**src/rtl/ftm_ts_capture_ctrl.sv**
```systemverilog
// rtl/ftm_ts_capture_ctrl.sv - RX/TX FTM timestamp capture into a shared FWFT FIFO; option FTM_TS_WRAP_FLAG_EN adds rd_wrap
module ftm_ts_capture_ctrl #(
    parameter int DEPTH  = 8,
    parameter int TAG_W  = 8,
    parameter int TIME_W = 48
) (
    input  logic                     clk,
    input  logic                     rstn,
    input  logic                     clear,
    input  logic                     enable,
    input  logic [TIME_W-1:0]        ftm_time,
    input  logic                     rx_ts_strobe,
    input  logic [TAG_W-1:0]         rx_tag,
    input  logic                     tx_ts_strobe,
    input  logic [TAG_W-1:0]         tx_tag,
    input  logic                     rd_req,
    output logic                     rd_valid,
    output logic                     rd_src,
    output logic [TAG_W-1:0]         rd_tag,
    output logic [TIME_W-1:0]        rd_time,
`ifdef FTM_TS_WRAP_FLAG_EN
    output logic                     rd_wrap,
`endif
    output logic [$clog2(DEPTH):0]   fifo_count,
    output logic [15:0]              drop_cnt
);
    localparam int AW = $clog2(DEPTH);
    localparam int CW = AW + 1;

    logic              rx_v, tx_v;
    logic [TIME_W-1:0] rx_t, tx_t;
    logic [TAG_W-1:0]  rx_g, tx_g;

    logic [TAG_W-1:0]  mem_tag  [DEPTH];
    logic [TIME_W-1:0] mem_time [DEPTH];
    logic              mem_src  [DEPTH];
    logic [AW-1:0]     wr_ptr, rd_ptr;
    logic [CW-1:0]     count, count_next;
    logic [15:0]       drops;

    logic              flush, pop, wr_req, wr_ok, full_drop, rx_ovr, tx_ovr;
    logic              wr_src;
    logic [TIME_W-1:0] wr_time;
    logic [TAG_W-1:0]  wr_tag;
    logic [1:0]        drop_inc;
    logic [16:0]       drop_sum;

    always_comb begin
        flush     = !rstn || clear;
        pop       = rd_req && (count != '0);
        wr_req    = rx_v || tx_v;
        // RX has fixed priority; a pending TX waits one edge
        wr_src    = !rx_v;
        wr_time   = rx_v ? rx_t : tx_t;
        wr_tag    = rx_v ? rx_g : tx_g;
        wr_ok     = wr_req && ((count != CW'(DEPTH)) || pop);
        full_drop = wr_req && !wr_ok;
        rx_ovr    = enable && rx_ts_strobe && rx_v;
        tx_ovr    = enable && tx_ts_strobe && tx_v;
        drop_inc  = {1'b0, rx_ovr} + {1'b0, tx_ovr} + {1'b0, full_drop};
        drop_sum  = {1'b0, drops} + {15'd0, drop_inc};
        count_next = count;
        if (wr_ok && !pop)
            count_next = count + 1'b1;
        else if (!wr_ok && pop)
            count_next = count - 1'b1;
    end

    always_ff @(posedge clk) begin
        if (flush) begin
            rx_v   <= 1'b0;
            tx_v   <= 1'b0;
            rx_t   <= '0;
            tx_t   <= '0;
            rx_g   <= '0;
            tx_g   <= '0;
            wr_ptr <= '0;
            rd_ptr <= '0;
            count  <= '0;
            drops  <= '0;
        end else begin
            // A slot is freed whenever it is scheduled, whether written or dropped
            if (enable && rx_ts_strobe && !rx_v) begin
                rx_v <= 1'b1;
                rx_t <= ftm_time;
                rx_g <= rx_tag;
            end else if (rx_v) begin
                rx_v <= 1'b0;
            end
            if (enable && tx_ts_strobe && !tx_v) begin
                tx_v <= 1'b1;
                tx_t <= ftm_time;
                tx_g <= tx_tag;
            end else if (tx_v && !rx_v) begin
                tx_v <= 1'b0;
            end
            if (wr_ok)
                wr_ptr <= wr_ptr + 1'b1;
            if (pop)
                rd_ptr <= rd_ptr + 1'b1;
            count <= count_next;
            drops <= drop_sum[16] ? 16'hFFFF : drop_sum[15:0];
        end
    end

    always_ff @(posedge clk) begin
        if (!flush && wr_ok) begin
            mem_tag[wr_ptr]  <= wr_tag;
            mem_time[wr_ptr] <= wr_time;
            mem_src[wr_ptr]  <= wr_src;
        end
    end

`ifdef FTM_TS_WRAP_FLAG_EN
    logic [TIME_W-1:0] last_time;
    logic              mem_wrap [DEPTH];

    always_ff @(posedge clk) begin
        if (flush)
            last_time <= '0;
        else if (wr_ok)
            last_time <= wr_time;
    end

    always_ff @(posedge clk) begin
        if (!flush && wr_ok)
            mem_wrap[wr_ptr] <= (wr_time < last_time);
    end

    assign rd_wrap = rd_valid ? mem_wrap[rd_ptr] : 1'b0;
`endif

    assign rd_valid   = (count != '0);
    assign rd_src     = rd_valid ? mem_src[rd_ptr]  : 1'b0;
    assign rd_tag     = rd_valid ? mem_tag[rd_ptr]  : '0;
    assign rd_time    = rd_valid ? mem_time[rd_ptr] : '0;
    assign fifo_count = count;
    assign drop_cnt   = drops;
endmodule

```
**config.mk**
```make
export PLATFORM = sky130hd
export DESIGN_NAME = ftm_ts_capture_ctrl
export DESIGN_NICKNAME = d
export VERILOG_FILES = /design/src/rtl/ftm_ts_capture_ctrl.sv
export SDC_FILE = /design/constraint.sdc
export NUM_CORES = 1
export LEC_CHECK = 0
export ABC_AREA = 1
export CORE_MARGIN = 4
export CORE_UTILIZATION = 59
export DETAILED_ROUTE_END_ITERATION = 8
export PLACE_DENSITY_LB_ADDON = 0.3
export SYNTH_ARGS = -nofsm -noshare
export SYNTH_HDL_FRONTEND = slang
export SYNTH_SLANG_ARGS = --single-unit
```
**constraint.sdc**
```tcl
create_clock -name clk -period 5.6 [get_ports clk]
set_input_delay 0.84 -clock clk [delete_from_list [all_inputs] [get_ports clk]]
set_output_delay 0.84 -clock clk [all_outputs]
set_load 0.02 [all_outputs]
```
==> flow_summary.yaml, run 1 <==
status:
  outcome: "complete, no violations"
power:
  vdd_drop_max_v: 0.000264
  power_density_mw_per_mm2: 340
  p_leak_nw: 9.72
  total_power_mw: 9.41
place:
  dpl_cell_area_mm2: 0.0258
  hpwlAfterDp_um: 30200
  place_ws_ns: 1.42
  dp.cells: 2853
  place_congestion: 0.806
  place.port_buffers: 148
cts:
  cts_setup_buffers: 0
  cts_tree: "built"
  cts_max_level: 2
  cts_resized: 0
  hold_buffers: 0
  clkTransAtPathRegs_ns: 0.06
  numCtsBuffers: 59
  cts.sinks: 599
  cts.path.max_buffers: 3
  root_buffer: "clkbuf_16"
  clkLatencyLatePin_ns: 0.62
finish:
  diodes: 0
  area_growth_pct: 15.4
  nets: 2470
  drive_gt1_share_pct: 5.74
  fin_cells: 2964
  design_area_mm2: 0.0277
run:
  drv_cap: 0
global_routing:
  grt_use_total_pct: 25.4
  antenna_found_initial: 0
  grt_pass1_wl_um: 89200
  grt.overflow.total: 0
  grt_pass1_vias: 16800
  grt_max_degree: 229
synthesis:
  netlist_area_mm2: 0.0240
  synth_edf_count: 456
  ys_warn_count: 0
  syn_area_per_cell_um2: 10.4
  ys_async_sr_fraction_pct: 0
  synth.distinct_cells: 29
  syn-instance-count: 2301
  synth-seq-cells: 599
  syn_nets: 2382
  yosysSeqAreaShare_pct: 69.0
  synth_flop_cell: "edfxtp_1"
detailed_routing:
  vias: 17100
  route.detailed.drc: 0
  routed_wl_um: 57500
  via_per_inst: 5.78
  wire_per_inst_um: 19.4
  ant_nets: 0
  drt_iter0_drc: 2194
  drtPass1Iterations: 5
sta:
  post-route-min-period_ns: 4.37
  setup_violations: 0
  finClkSkew_ns: 0.0113
  report.final.slew_viol_count: 0
  slew_headroom_pct: 31.0
  setup_tns_ns: 0
  worstMarginPinSlew_ns: 1.03
  finalHoldViolCount: 0
  rsz0062_at_grt: "false"
  max_freq_mhz: 229
  fin_crit_sh_pct: 78.1
  setup_ws_ns: 1.23
worst_setup_path:
  critPathBufInv: 2
  max_stage_delay_ns: 0.95
  cp.required_ns: 4.76
  crit_path_end_kind: "output port"
  cp_common_cell: "o21ai_0"
  crit_chain: "buf_12 > o21ai_0 > o21ai_0 > o21ai_0 > nor2_1 > clkdlybuf4s50_1"
  startpoint_type: "register"
  cp_max_fo: 104
  crit_arrival_ns: 3.53
  crit_path_top_delay_cell: "dfxtp_4"
  cp_top_family: "buffers and inverters"
  worstSetupPathType: "register to output port"
floorplan:
  die_area_mm2: 0.0440
  initial_core_util_pct: 60.0
  die_w_um: 210
  die_y_um: 210
  core_area_mm2: 0.0400
  boundaryPins: 149
  row_count: 73
worst_hold_path:
  min_path_type: "register to register"
## report_power, final
part	total, mW	leakage (nW)	switching [mW]	internal [mW]
logic	0.793	3.78	0.508	0.285
registers	4.81	5.03	0.0201	4.79
clock network	3.80	0.913	1.67	2.13
## registers in the layout, indices dropped and copies added (netlist names), named ones only
register / count
mem_tag: 64
rx_t: 48
mem_time: 384
tx_g: 8
rx_v: 1
rx_g: 8
mem_src: 8
fifo_count: 4
tx_t: 48
drop_cnt: 16
wr_ptr: 3
rd_ptr: 3
tx_v: 1
## layer usage
| metal | vias to the layer above | part of all wire [%] | GRT usage [%] |
|---|---|---|---|
| met5 | - | 0 | 0 |
| met4 | 0 | 3.0 | 9.54 |
| met3 | 108 | 8.9 | 4.92 |
| met2 | 796 | 48 | 41.4 |
| met1 | 8205 | 40 | 34.4 |
| li1 | 8022 | - | - |
## per-stage QoR
stage	util, %	hold WS [ns]
floorplan	-	0.458
global placement	64.5	0.474
detailed placement	64.5	0.474
CTS	69.2	0.484
global route	69.2	0.523
finish	69.2	0.481
## cell families after synthesis
| family | after synthesis | synth area share [%] |
|---|---|---|
| and+or+nand+nor | 962 | 15.3 |
| DFF | 599 | 69.0 |
| xor gates and xnor gates | 11 | 0.401 |
| adders and majority gates | 10 | 0.615 |
| AOI/OAI and AO/OA | 538 | 11.2 |
| buffers and inverters | 181 | 3.51 |
## area by class of cell
type | instances | area (um^2)
clock buffer | 70 | 1560
clock inverter | 41 | 324
fill | 2854 | 12300
inverter | 35 | 136
multi-input combinational | 1521 | 6690
sequential | 599 | 16600
tap | 525 | 657
timing repair buffer | 173 | 1760
## tightest hold or removal path, cell delays in order (launching register included)
cell	delay (ns)
dfxtp_1	0.31
nand2_1	0.06
a21oi_1	0.06
## worst paths after layout
kind / slack, ns / startpoint / depth (start not counted) / to
worst max-delay path: 1.23 / register / 6 / rd_time[38]
worst min-delay path: 0.48 / rd_ptr[1]$_SDFFE_PP0P_ / 2 / register
worst max register to register: 2.47 / fifo_count[0]$_SDFFE_PP0P_ / 12 / fifo_count[3]$_SDFFE_PP0P_
worst min register to register: 0.48 / rd_ptr[1]$_SDFFE_PP0P_ / 2 / register
## cells in the mapped netlist (7+ instances only)
| cell type | n | area (um^2) |
|---|---|---|
| clkbuf_1 | 84 | 315 |
| nand2_1 | 227 | 852 |
| edfxtp_1 | 456 | 13700 |
| dfxtp_1 | 143 | 2860 |
| ha_1 | 7 | 87.6 |
| a21oi_1 | 19 | 95.1 |
| xor2_1 | 8 | 70.1 |
| nor2_1 | 709 | 2660 |
| nand3_1 | 18 | 90.1 |
| inv_1 | 33 | 124 |
| buf_1 | 14 | 52.6 |
| buf_2 | 21 | 105 |
| o21ai_0 | 443 | 2220 |
| buf_4 | 20 | 150 |
| o21ai_1 | 75 | 375 |
## cell usage in the layout, fill, tap and decap left out
cell	count
nor2_1	698
inv_2	4
o21ai_0	443
o21ai_1	75
nand3b_1	1
clkinvlp_4	6
clkdlybuf4s50_1	148
nor2_4	11
nor3_1	1
nand3_1	17
bufinv_16	3
buf_12	7
clkinv_8	2
dfxtp_2	2
edfxtp_1	456
clkbuf_1	7
clkinv_1	14
a21oi_1	19
dfxtp_4	2
clkbuf_8	4
a31oi_1	1
inv_16	1
clkinv_2	12
or2_2	2
nor2_2	1
nand4_4	1
ha_1	7
nand3_2	1
nand2_1	227
xnor2_1	3
inv_1	30
fa_1	3
xor2_1	8
inv_4	1
clkbuf_16	59
dfxtp_1	139
nand4_1	2
buf_4	18
inv_6	3
Note: power is estimated with default switching activity, not from simulation.
==> run 2, diff against run 1 <==
Clock period 5.6 ns to 4.4 ns, I/O delays scaled along.
==> run 2 against run 1 <==
Clock skew grew 0.014 ns. Sequential share of layout area shrank 0.36 points. Sequential cell count is the same. Cell count grew 0.20%. Die area is the same. Global-route usage shrank 0.40 points. First-iteration DRC count shrank 18%. Utilization grew 0.42 points. Critical endpoint is now rd_time[46]. Largest cell class unchanged. Largest power group unchanged.
==> flow_summary.yaml, run 2 (synthesis results as in run 1) <==
status:
  outcome: "complete, no violations"
cts:
  cts.sinks: 599
  cts_setup_buffers: 0
  root_buffer: "clkbuf_16"
  cts_max_level: 2
  cts.path.max_buffers: 3
  clkTransAtPathRegs_ns: 0.06
  numCtsBuffers: 59
  cts_resized: 0
  cts_tree: "built"
  clkLatencyLatePin_ns: 0.62
  hold_buffers: 0
floorplan:
  core_area_mm2: 0.0400
  initial_core_util_pct: 60.0
  die_w_um: 210
  boundaryPins: 149
  die_y_um: 210
  row_count: 73
  die_area_mm2: 0.0440
finish:
  design_area_mm2: 0.0279
  reg_top3: "mem_time: 384 flops, mem_tag: 64 flops"
  mostFrequentLayoutCell: "nor2_1"
  drive_gt1_share_pct: 5.77
  area_growth_pct: 16.1
  regMostFlops: "mem_time"
  post-route-util_pct: 69.6
  largest_register_ffs: 384
  diodes: 0
  nets: 2476
  fin_cells: 2970
  final_cell_mix: "698 x nor2_1, 456 x edfxtp_1, 443 x o21ai_0"
detailed_routing:
  ant_nets: 0
  drt_iter0_drc: 1797
  via_per_inst: 5.81
  routed_wl_um: 57100
  vias: 17200
  route.detailed.drc: 0
  wire_per_inst_um: 19.2
  drtPass1Iterations: 6
sta:
  worstMarginPinSlew_ns: 1.11
  finalHoldViolCount: 0
  setup_violations: 0
  fin_crit_sh_pct: 93.3
  max_freq_mhz: 244
  report.final.slew_viol_count: 0
  rsz0062_at_grt: "false"
  post-route-min-period_ns: 4.11
  slew_headroom_pct: 25.8
  setup_tns_ns: 0
  finClkSkew_ns: 0.0254
  hold_ws_ns: 0.491
  setup_ws_ns: 0.294
worst_hold_path:
  min_from: "rd_ptr[2]$_SDFFE_PP0P_"
  min_path_type: "register to register"
  holdPathStages: 2
place:
  place.port_buffers: 148
  place_ws_ns: 0.902
  hpwlAfterDp_um: 30700
  dpl_cell_area_mm2: 0.0259
  place_congestion: 0.822
  dp.cells: 2859
worst_setup_path:
  timing.rr.start: "fifo_count[0]$_SDFFE_PP0P_"
  cp_max_fo: 80
  startpoint_type: "register"
  crit_arrival_ns: 3.45
  timing.rr.end: "drop_cnt[13]$_SDFF_PP0_"
  cp.required_ns: 3.74
  crit_path_end_kind: "output port"
  max_stage_delay_ns: 0.69
  crit_path_top_delay_cell: "buf_4"
  rrSetupSlack_ns: 1.55
  crit_chain: "buf_4 > o21ai_0 > o21ai_0 > nor2_1 > nor2_1 > clkdlybuf4s50_1"
  worstSetupPathType: "register to output port"
  worstRegToRegCells: 12
run:
  drv_cap: 0
power:
  power_density_mw_per_mm2: 436
  total_power_mw: 12.2
  vdd_drop_max_v: 0.000301
  p_leak_nw: 9.80
global_routing:
  antenna_found_initial: 0
  grt.overflow.total: 0
  grt_pass1_wl_um: 88100
  grt_pass1_vias: 16800
  grt_max_degree: 122
  grt_use_total_pct: 25.0
==> run 2: cell count changes in the layout (fill, tap and decap cells not counted), moves of 3 or more <==
cell | before | now
clkinv_1 | 14 | 8
buf_12 | 7 | 11
clkinvlp_4 | 6 | 3
clkbuf_1 | 7 | 18
clkinv_2 | 12 | 6
==> run 2: area by class of cell <==
type / count / area [um^2]
clock buffer: 85 / 1680
tap: 525 / 657
timing repair buffer: 179 / 1850
multi-input combinational: 1521 / 6690
clock inverter: 26 / 278
inverter: 35 / 136
sequential: 599 / 16600
fill: 2744 / 12100
==> run 2: how the worst max path moves through the flow <==
stage / startpoint / end / depth (start not counted) / slack [ns]
after floorplan: rstn / mem_src[1]$_DFFE_PP_ / 5 / 0.28
after global placement: rd_req / drop_cnt[14]$_SDFF_PP0_ / 13 / 1.00
after detailed placement: rd_req / drop_cnt[13]$_SDFF_PP0_ / 13 / 0.90
after CTS: register / rd_time[46] / 6 / 0.28
after global routing: register / rd_time[46] / 6 / 0.13
final: register / rd_time[46] / 6 / 0.29
==> run 2: metal layers <==
metal / up-vias / GRT usage (%) / share of wire, %
li1: 8035 / - / -
met1: 8351 / 33.5 / 41
met2: 754 / 42.5 / 49
met3: 104 / 3.54 / 7.8
met4: 0 / 8.46 / 2.4
met5: - / 0 / 0
==> run 2: critical path, delay by kind of cell (launching register included) <==
family / cells / cell delay (ns)
and+or+nand+nor: 2 / 0.33
DFF: 1 / 0.59
AOI/OAI and AO/OA: 2 / 0.53
buffers and inverters: 2 / 1.34
==> run 2: power by group <==
part | switching (mW) | internal (mW)
Sequential | 0.0291 | 6.10
Combinational | 0.641 | 0.364
Clock | 2.08 | 2.94
